**src/rtl/histeq_pkg.sv**
```systemverilog
// ============================================================================
// Module      : histeq_pkg
// Description : Shared geometry constants, FSM state type and lane-select
//               helper for the histogram/equalization memory stages.
// Revision    : 1.0 - initial release
// ============================================================================
`default_nettype none

package histeq_pkg;

  localparam int ADDR_W       = 16;
  localparam int WORD_W       = 128;
  localparam int PIX_W        = 8;
  localparam int PIX_PER_WORD = WORD_W / PIX_W;
  localparam int LANE_W       = $clog2(PIX_PER_WORD);
  localparam int CNT_W        = 16;
  localparam int STAT_W       = 20;

  typedef enum logic [1:0] {
    ST_IDLE = 2'd0,
    ST_RUN  = 2'd1,
    ST_DONE = 2'd2
  } state_t;

  // Lane k occupies bits [PIX_W*k +: PIX_W]; lane 0 is the first pixel out.
  function automatic logic [PIX_W-1:0] lane_sel(input logic [WORD_W-1:0] w,
                                                input logic [LANE_W-1:0] k);
    return w[k*PIX_W +: PIX_W];
  endfunction

endpackage

`default_nettype wire

```
**src/rtl/input_word_fifo.sv**
```systemverilog
// ============================================================================
// Module      : input_word_fifo
// Description : Two-entry register FIFO holding fetched memory words. Entry 0
//               is always the head; second_o exposes entry 1 so the caller
//               can look ahead across a pop.
// Revision    : 1.0 - initial release
// ============================================================================
`default_nettype none

module input_word_fifo
  import histeq_pkg::*;
#(
  parameter int WIDTH = WORD_W
) (
  input  logic             clk_i,
  input  logic             rst_i,
  input  logic             push_i,
  input  logic             pop_i,
  input  logic [WIDTH-1:0] data_i,
  output logic [WIDTH-1:0] head_o,
  output logic [WIDTH-1:0] second_o,
  output logic [1:0]       count_o
);

  logic [WIDTH-1:0] ent0_q, ent0_d;
  logic [WIDTH-1:0] ent1_q, ent1_d;
  logic [1:0]       count_q, count_d;

  // Next-state: the caller never pushes when full nor pops when empty.
  always_comb begin
    ent0_d  = ent0_q;
    ent1_d  = ent1_q;
    count_d = count_q;
    case ({push_i, pop_i})
      2'b10: begin
        if (count_q == 2'd0) ent0_d = data_i;
        else                 ent1_d = data_i;
        count_d = count_q + 2'd1;
      end
      2'b01: begin
        ent0_d  = ent1_q;
        count_d = count_q - 2'd1;
      end
      2'b11: begin
        if (count_q == 2'd1) begin
          ent0_d = data_i;
        end else begin
          ent0_d = ent1_q;
          ent1_d = data_i;
        end
      end
      default: ;
    endcase
  end

  // Storage and occupancy registers.
  always_ff @(posedge clk_i or posedge rst_i) begin
    if (rst_i) begin
      ent0_q  <= '0;
      ent1_q  <= '0;
      count_q <= 2'd0;
    end else begin
      ent0_q  <= ent0_d;
      ent1_q  <= ent1_d;
      count_q <= count_d;
    end
  end

  assign head_o   = ent0_q;
  assign second_o = ent1_q;
  assign count_o  = count_q;

endmodule

`default_nettype wire

```
**src/rtl/input_word_unpacker.sv**
```systemverilog
// ============================================================================
// Module      : input_word_unpacker
// Description : Streams packed words from a synchronous word-addressed memory
//               and unpacks them into a valid/ready pixel stream with a
//               last-pixel marker and done pulse. Geometry from histeq_pkg.
//               Optional macro INPUT_UNPACKER_STATS_EN adds pixel_count.
// Revision    : 1.0 - initial release
// ============================================================================
`default_nettype none

module input_word_unpacker
  import histeq_pkg::*;
(
  input  logic              clock,
  input  logic              reset,
  input  logic              start,
  input  logic [ADDR_W-1:0] base_address,
  input  logic [CNT_W-1:0]  word_count,
  output logic [ADDR_W-1:0] ReadAddress,
  output logic              ReadEnable,
  input  logic [WORD_W-1:0] ReadBus,
  output logic [PIX_W-1:0]  PixelOut,
  output logic              PixelValid,
  input  logic              PixelReady,
  output logic              PixelLast,
  output logic              busy,
  output logic              done
`ifdef INPUT_UNPACKER_STATS_EN
  ,
  output logic [STAT_W-1:0] pixel_count
`endif
);

  localparam logic [LANE_W-1:0] LANE_LAST = LANE_W'(PIX_PER_WORD - 1);

  state_t              state_q, state_d;
  logic [ADDR_W-1:0]   rd_addr_q, rd_addr_d;
  logic                rd_en_q, rd_en_d;
  logic                rd_pend_q, rd_pend_d;   // read data arriving this cycle
  logic [ADDR_W-1:0]   next_addr_q, next_addr_d;
  logic [CNT_W-1:0]    issue_left_q, issue_left_d;
  logic [CNT_W-1:0]    pop_left_q, pop_left_d;
  logic [LANE_W-1:0]   lane_q, lane_d;
  logic [PIX_W-1:0]    pix_q, pix_d;
  logic                valid_q, valid_d;
  logic                last_q, last_d;
  logic                busy_q, busy_d;
  logic                done_q, done_d;
`ifdef INPUT_UNPACKER_STATS_EN
  logic [STAT_W-1:0]   stat_q, stat_d;
`endif

  logic                w_accept;
  logic                w_push;
  logic                w_pop;
  logic [1:0]          w_cnt;
  logic [1:0]          w_cnt_next;
  logic [WORD_W-1:0]   w_head;
  logic [WORD_W-1:0]   w_second;
  logic [WORD_W-1:0]   w_head_next;

  input_word_fifo #(.WIDTH(WORD_W)) u_fifo (
    .clk_i    (clock),
    .rst_i    (reset),
    .push_i   (w_push),
    .pop_i    (w_pop),
    .data_i   (ReadBus),
    .head_o   (w_head),
    .second_o (w_second),
    .count_o  (w_cnt)
  );

  // Buffer bookkeeping and the head word as it will look after this edge,
  // so the registered pixel output can be loaded in the same cycle.
  always_comb begin
    w_accept   = valid_q && PixelReady;
    w_pop      = w_accept && (lane_q == LANE_LAST);
    w_push     = rd_pend_q;
    w_cnt_next = w_cnt + {1'b0, w_push} - {1'b0, w_pop};
    case (w_cnt)
      2'd0:    w_head_next = ReadBus;
      2'd1:    w_head_next = w_pop ? ReadBus : w_head;
      default: w_head_next = w_pop ? w_second : w_head;
    endcase
  end

  // FSM next-state, read issue and output-register next values.
  always_comb begin
    state_d      = state_q;
    rd_addr_d    = rd_addr_q;
    rd_en_d      = 1'b0;
    rd_pend_d    = rd_en_q;
    next_addr_d  = next_addr_q;
    issue_left_d = issue_left_q;
    pop_left_d   = pop_left_q;
    lane_d       = lane_q;
    pix_d        = pix_q;
    valid_d      = valid_q;
    last_d       = last_q;
    busy_d       = busy_q;
    done_d       = 1'b0;
`ifdef INPUT_UNPACKER_STATS_EN
    stat_d       = stat_q;
`endif
    case (state_q)
      ST_IDLE: begin
        if (start) begin
`ifdef INPUT_UNPACKER_STATS_EN
          stat_d = '0;
`endif
          if (word_count == '0) begin
            state_d = ST_DONE;
            done_d  = 1'b1;
          end else begin
            state_d      = ST_RUN;
            busy_d       = 1'b1;
            rd_en_d      = 1'b1;
            rd_addr_d    = base_address;
            next_addr_d  = base_address + ADDR_W'(1);
            issue_left_d = word_count - CNT_W'(1);
            pop_left_d   = word_count;
            lane_d       = '0;
          end
        end
      end
      ST_RUN: begin
        if (w_accept) lane_d = lane_q + LANE_W'(1);
        if (w_pop)    pop_left_d = pop_left_q - CNT_W'(1);
`ifdef INPUT_UNPACKER_STATS_EN
        if (w_accept) stat_d = stat_q + STAT_W'(1);
`endif
        // Issue only if the new read still fits: buffered words after this
        // edge plus the read already in flight must leave one free slot.
        if ((issue_left_q != '0) &&
            ((w_cnt_next == 2'd0) || ((w_cnt_next == 2'd1) && !rd_en_q))) begin
          rd_en_d      = 1'b1;
          rd_addr_d    = next_addr_q;
          next_addr_d  = next_addr_q + ADDR_W'(1);
          issue_left_d = issue_left_q - CNT_W'(1);
        end
        valid_d = (w_cnt_next != 2'd0);
        pix_d   = valid_d ? lane_sel(w_head_next, lane_d) : '0;
        last_d  = valid_d && (lane_d == LANE_LAST) && (pop_left_d == CNT_W'(1));
        if (w_accept && last_q) begin
          state_d = ST_DONE;
          done_d  = 1'b1;
          busy_d  = 1'b0;
          valid_d = 1'b0;
          last_d  = 1'b0;
          pix_d   = '0;
        end
      end
      ST_DONE: begin
        state_d = ST_IDLE;
      end
      default: begin
        state_d = ST_IDLE;
      end
    endcase
  end

  // State and output registers; reset also discards any in-flight read.
  always_ff @(posedge clock or posedge reset) begin
    if (reset) begin
      state_q      <= ST_IDLE;
      rd_addr_q    <= '0;
      rd_en_q      <= 1'b0;
      rd_pend_q    <= 1'b0;
      next_addr_q  <= '0;
      issue_left_q <= '0;
      pop_left_q   <= '0;
      lane_q       <= '0;
      pix_q        <= '0;
      valid_q      <= 1'b0;
      last_q       <= 1'b0;
      busy_q       <= 1'b0;
      done_q       <= 1'b0;
`ifdef INPUT_UNPACKER_STATS_EN
      stat_q       <= '0;
`endif
    end else begin
      state_q      <= state_d;
      rd_addr_q    <= rd_addr_d;
      rd_en_q      <= rd_en_d;
      rd_pend_q    <= rd_pend_d;
      next_addr_q  <= next_addr_d;
      issue_left_q <= issue_left_d;
      pop_left_q   <= pop_left_d;
      lane_q       <= lane_d;
      pix_q        <= pix_d;
      valid_q      <= valid_d;
      last_q       <= last_d;
      busy_q       <= busy_d;
      done_q       <= done_d;
`ifdef INPUT_UNPACKER_STATS_EN
      stat_q       <= stat_d;
`endif
    end
  end

  assign ReadAddress = rd_addr_q;
  assign ReadEnable  = rd_en_q;
  assign PixelOut    = pix_q;
  assign PixelValid  = valid_q;
  assign PixelLast   = last_q;
  assign busy        = busy_q;
  assign done        = done_q;
`ifdef INPUT_UNPACKER_STATS_EN
  assign pixel_count = stat_q;
`endif

endmodule

`default_nettype wire

```
**config.mk**
```make
export PLATFORM = sky130hd
export DESIGN_NAME = input_word_unpacker
export DESIGN_NICKNAME = d
export VERILOG_FILES = /design/src/rtl/histeq_pkg.sv /design/src/rtl/input_word_fifo.sv /design/src/rtl/input_word_unpacker.sv
export SDC_FILE = /design/constraint.sdc
export NUM_CORES = 1
export LEC_CHECK = 0
export CAP_MARGIN = 40
export CORE_UTILIZATION = 41
export CTS_BUF_LIST = sky130_fd_sc_hd__clkbuf_8
export CTS_CLUSTER_DIAMETER = 50
export DETAILED_ROUTE_END_ITERATION = 6
export GPL_ROUTABILITY_DRIVEN = 0
export GPL_TIMING_DRIVEN = 0
export PLACE_DENSITY = 0.58
export SYNTH_ARGS = -nofsm -noshare
export SYNTH_HDL_FRONTEND = slang
export SYNTH_SLANG_ARGS = --single-unit
export TNS_END_PERCENT = 50
```
**constraint.sdc**
```tcl
create_clock -name clock -period 17.43 [get_ports clock]
set_input_delay 4.3575 -clock clock [delete_from_list [all_inputs] [get_ports clock]]
set_output_delay 4.3575 -clock clock [all_outputs]
set_load 0.02 [all_outputs]
```
==> reports/summary.txt <==
WORST SETUP PATH
------------------------------------------------------------------------------------
Start of the worst register-to-register path                              state_q[0]
Number of buffers and inverters on the critical path                               9
Critical Path End                                                       ReadAddress[0]
Register-to-register setup slack                                           12,890 ps
Worst setup path start                                                    PixelReady
Worst endpoint required time                                               17,990 ps
Crit path capture type                                                          flop
Data arrival time of the worst path                                          8610 ps
Largest driver fanout on the critical path                                        12
Ordered list of cells on the worst path                                 clkdlybuf4s50_1, and2_1, buf_4, nand2_1, buf_2, inv_1, buf_2, ha_1, inv_1, ha_1, xor3_1, a211o_1, a41o_1, and2_1, buf_6, inv_2, buf_2, nand3_1, o21a_1
Number of cells traversed by the worst register-to-register path                  16
Crit path max-delay cell type                                           clkdlybuf4s50_1
Endpoint of the most critical register-to-register path                 next_addr_q[14]
Crit. path cell count                                                             19
Critical path's most frequent cell                                             buf_2
CP max stage delay                                                            620 ps
Worst Setup Start Kind                                                    input port
Delay-heaviest family, CP                                               buffers and inverters
Critical Setup Path Class                                                  in -> reg

FINAL LAYOUT
------------------------------------------------------------------------------------
Area taken by multi-input logic gates                                     9336 sq um
Register cell area after layout                                           8558 sq um
Leading cell types in the layout, fill and taps excluded                342 x dfrtp_1, 243 x a21oi_1, 212 x nor2_1
Number of diodes added for antenna fixing                                          0
Count of non-filler cells in the finished layout                               2,952
Utilization of the core after routing                                         50.78%
Fillers                                                                        4,298
Most common cell after layout, fill and taps aside                           dfrtp_1
Nets                                                                           2,481
Layout cells sized above 1                                                    11.95%
Area added between synthesis and finish                                       21.93%
Final Instance Area                                                     23,040 sq um

SYNTHESIS
------------------------------------------------------------------------------------
Fraction of registers with async set or reset after synthesis                 100.0%
Post-synthesis register bit count                                                342
Cells after Synth                                                              2,036
Primary flip-flop cell chosen by synthesis mapping                           dfrtp_1
Number of synthesized flops with an enable pin                                     0
Sequential element share of the synthesized area                              45.28%
Synthesized cell area                                                   18,900 sq um
Average cell area after synthesis                                        9.283 sq um
Yosys warning count                                                                0
Distinct cell type count of the synthesized netlist                               87
Syn Nets                                                                       2,212

TIMING
------------------------------------------------------------------------------------
Final Critical Period                                                        8050 ps
Final Slew Violations                                                              0
Post-Route Skew                                                             74.37 ps
Max Freq                                                                   124.2 MHz
Setup repair after global routing missed its margin                            false
Transition time at the pin with the least slew margin                       968.2 ps
Share of the clock period used by the worst path                              46.18%
Worst slew margin relative to its limit                                       35.46%
Worst setup slack after layout                                               9380 ps
Number of hold violations in the final report                                      0
Number of endpoints failing setup at the final stage                               0

GLOBAL ROUTING
------------------------------------------------------------------------------------
Initial antenna violation count                                                    1
Via count of the first global-routing pass                                    18,774
Total global routing overflow                                                      0
Maximum number of pins on one net before global-route repair                     106
First-pass GRT wire length                                                  119.1 mm
Total global routing track utilization                                        34.10%

CTS
------------------------------------------------------------------------------------
Clock tree from TritonCTS                                                       done
Worst-case clock buffer depth                                                      3
Post-cts repair resize count                                                       0
CTS clk-pin slew, worst paths                                                  70 ps
Number of levels in the clock H-tree                                               2
Number of buffers inserted for hold repair after clock tree synthesis              0
Later-pin clock latency in the skew report                                    740 ps
CTS buffer count                                                                  61
Clock tree sinks                                                                 342
Cell at the root of the clock tree                                          clkbuf_8
# Post-CTS Setup Buffers                                                           0

DETAILED ROUTING
------------------------------------------------------------------------------------
Average wire per cell in the routed design                              27.55 microns
Post-route DRC                                                                     0
Residual antenna-violating net count after detailed routing                        0
Routed WL                                                                   81.32 mm
DR pass1 iterations                                                                7
DR vias/cell                                                                   6.592
Detailed-route via count                                                      19,459
Iteration-0 DRC count of the detailed router                                   2,786

FLOORPLANNING
------------------------------------------------------------------------------------
Initial standard-cell utilization of the core                                 41.65%
IO Pins                                                                          193
Horizontal die dimension                                                216.7 microns
Standard-cell row count                                                           78
Chip Height                                                             216.7 microns
Die Area                                                                46,960 sq um
Area of the core                                                        45,380 sq um

RUN STATUS
------------------------------------------------------------------------------------
Status                                                                     completed

POWER AND IR DROP
------------------------------------------------------------------------------------
Max rail drop VDD                                                         0.08868 mV
Power per cell area                                                     189.5 nW/um^2
Power after layout                                                           4366 uW
Static Leakage                                                           0.009299 uW

PLACEMENT
------------------------------------------------------------------------------------
Quantity of I/O buffers inserted on ports                                        192
Instance area at placement                                              21,770 sq um
Pre-CTS WS                                                                   8780 ps
Number of placed cells counting well taps                                      2,841
Final HPWL from detailed placement                                          56.31 mm

HOLD PATH
------------------------------------------------------------------------------------
Hold WC Path Type                                                         reg -> reg

FLOW RUN
------------------------------------------------------------------------------------
Maxcap violations                                                                  0

[worst reg2reg max path, stage by stage, from the launching register on]
cell,delay (ps)
dfrtp_1,360
buf_2,190
nand2b_4,100
buf_6,160
buf_2,300
buf_1,610
buf_2,400
clkbuf_1,350
buf_6,260
nand2_1,100
nand2_1,80
ha_1,300
nand4_1,220
nor3_1,340
mux2_2,370
o21ai_0,140
o21ai_0,110
[area by class of cell]
class | count | area share [%]
inverter | 63 | 1.059
clock inverter | 35 | 1.048
timing repair buffer | 206 | 9.165
multi-input combinational | 1462 | 40.51
sequential | 342 | 37.14
tap | 600 | 3.258
clock buffer | 75 | 4.479
buffer | 169 | 3.339
[how the worst min path moves through the flow]
stage,start,end,slack [ps],cells past startpoint
after detailed placement,ReadEnable,rd_pend_q,460,0
after floorplan,issue_left_q[0],issue_left_q[0],460,2
after global routing,ReadEnable,rd_pend_q,500,0
after global placement,ReadAddress[6],ReadAddress[6],470,2
after CTS,ReadEnable,rd_pend_q,480,0
final,ReadAddress[6],ReadAddress[6],480,2
[through the flow]
stage / setup TNS, ps / hold WS [ps]
CTS: 0 / 478.7
detailed placement: 0 / 460.2
finish: 0 / 482.4
global placement: -410030 / 468.4
floorplan: 0 / 456.7
global route: 0 / 495.1
[layer usage]
layer	share of wire (%)	GRT usage, %
met1	40	44.42
met2	44	52.26
met3	9.8	6.961
met4	6.2	20.52
met5	0.0098	0
[where the power goes]
group / internal, uW / switching (uW)
registers: 1190 / 317
clock network: 432 / 372
logic: 739 / 1320
total: 2360 / 2000
[logic make-up (layout without fill, tap and decap cells)]
kind of cell	count (synthesis)	in the layout	synth area share (%)
muxes	104	104	6.110
and+or+nand+nor	547	547	13.33
xor gates and xnor gates	10	10	0.5428
AOI/OAI and AO/OA	789	789	28.62
DFF	342	342	45.28
adders and majority gates	12	12	0.7944
buffers and inverters	232	548	5.322
[synthesized netlist by cell type (12+ instances only)]
cell type	n	area, sq um
clkbuf_1	94	352.8
nor2b_1	12	75.07
mux2_2	88	991.0
a211oi_1	26	195.2
nor2_1	212	795.8
dfrtp_1	342	8558
ha_1	12	150.1
o22ai_1	21	131.4
a21oi_1	243	1216
nor3_1	47	235.2
o41ai_1	12	105.1
mux2i_1	15	150.1
a2111oi_0	13	113.9
nand2_1	148	555.5
a221oi_1	78	683.2
a221o_1	52	520.5
inv_1	62	232.7
a31oi_1	18	112.6
a22oi_1	130	975.9
o21ai_0	101	505.5
nand4_1	16	100.1
buf_2	51	255.2
nand2b_1	20	125.1
nand3_1	24	120.1
nor4_1	15	93.84
[registers in the layout (all words and copies together) (netlist names)]
signal           count
lane_q               4
u_fifo.head_o      128
issue_left_q        16
PixelValid           1
u_fifo.second_o    128
rd_pend_q            1
ReadAddress         16
PixelLast            1
done                 1
state_q              2
u_fifo.count_o       2
PixelOut             8
busy                 1
ReadEnable           1
pop_left_q          16
next_addr_q         16
(Power assumes the default switching activity.)
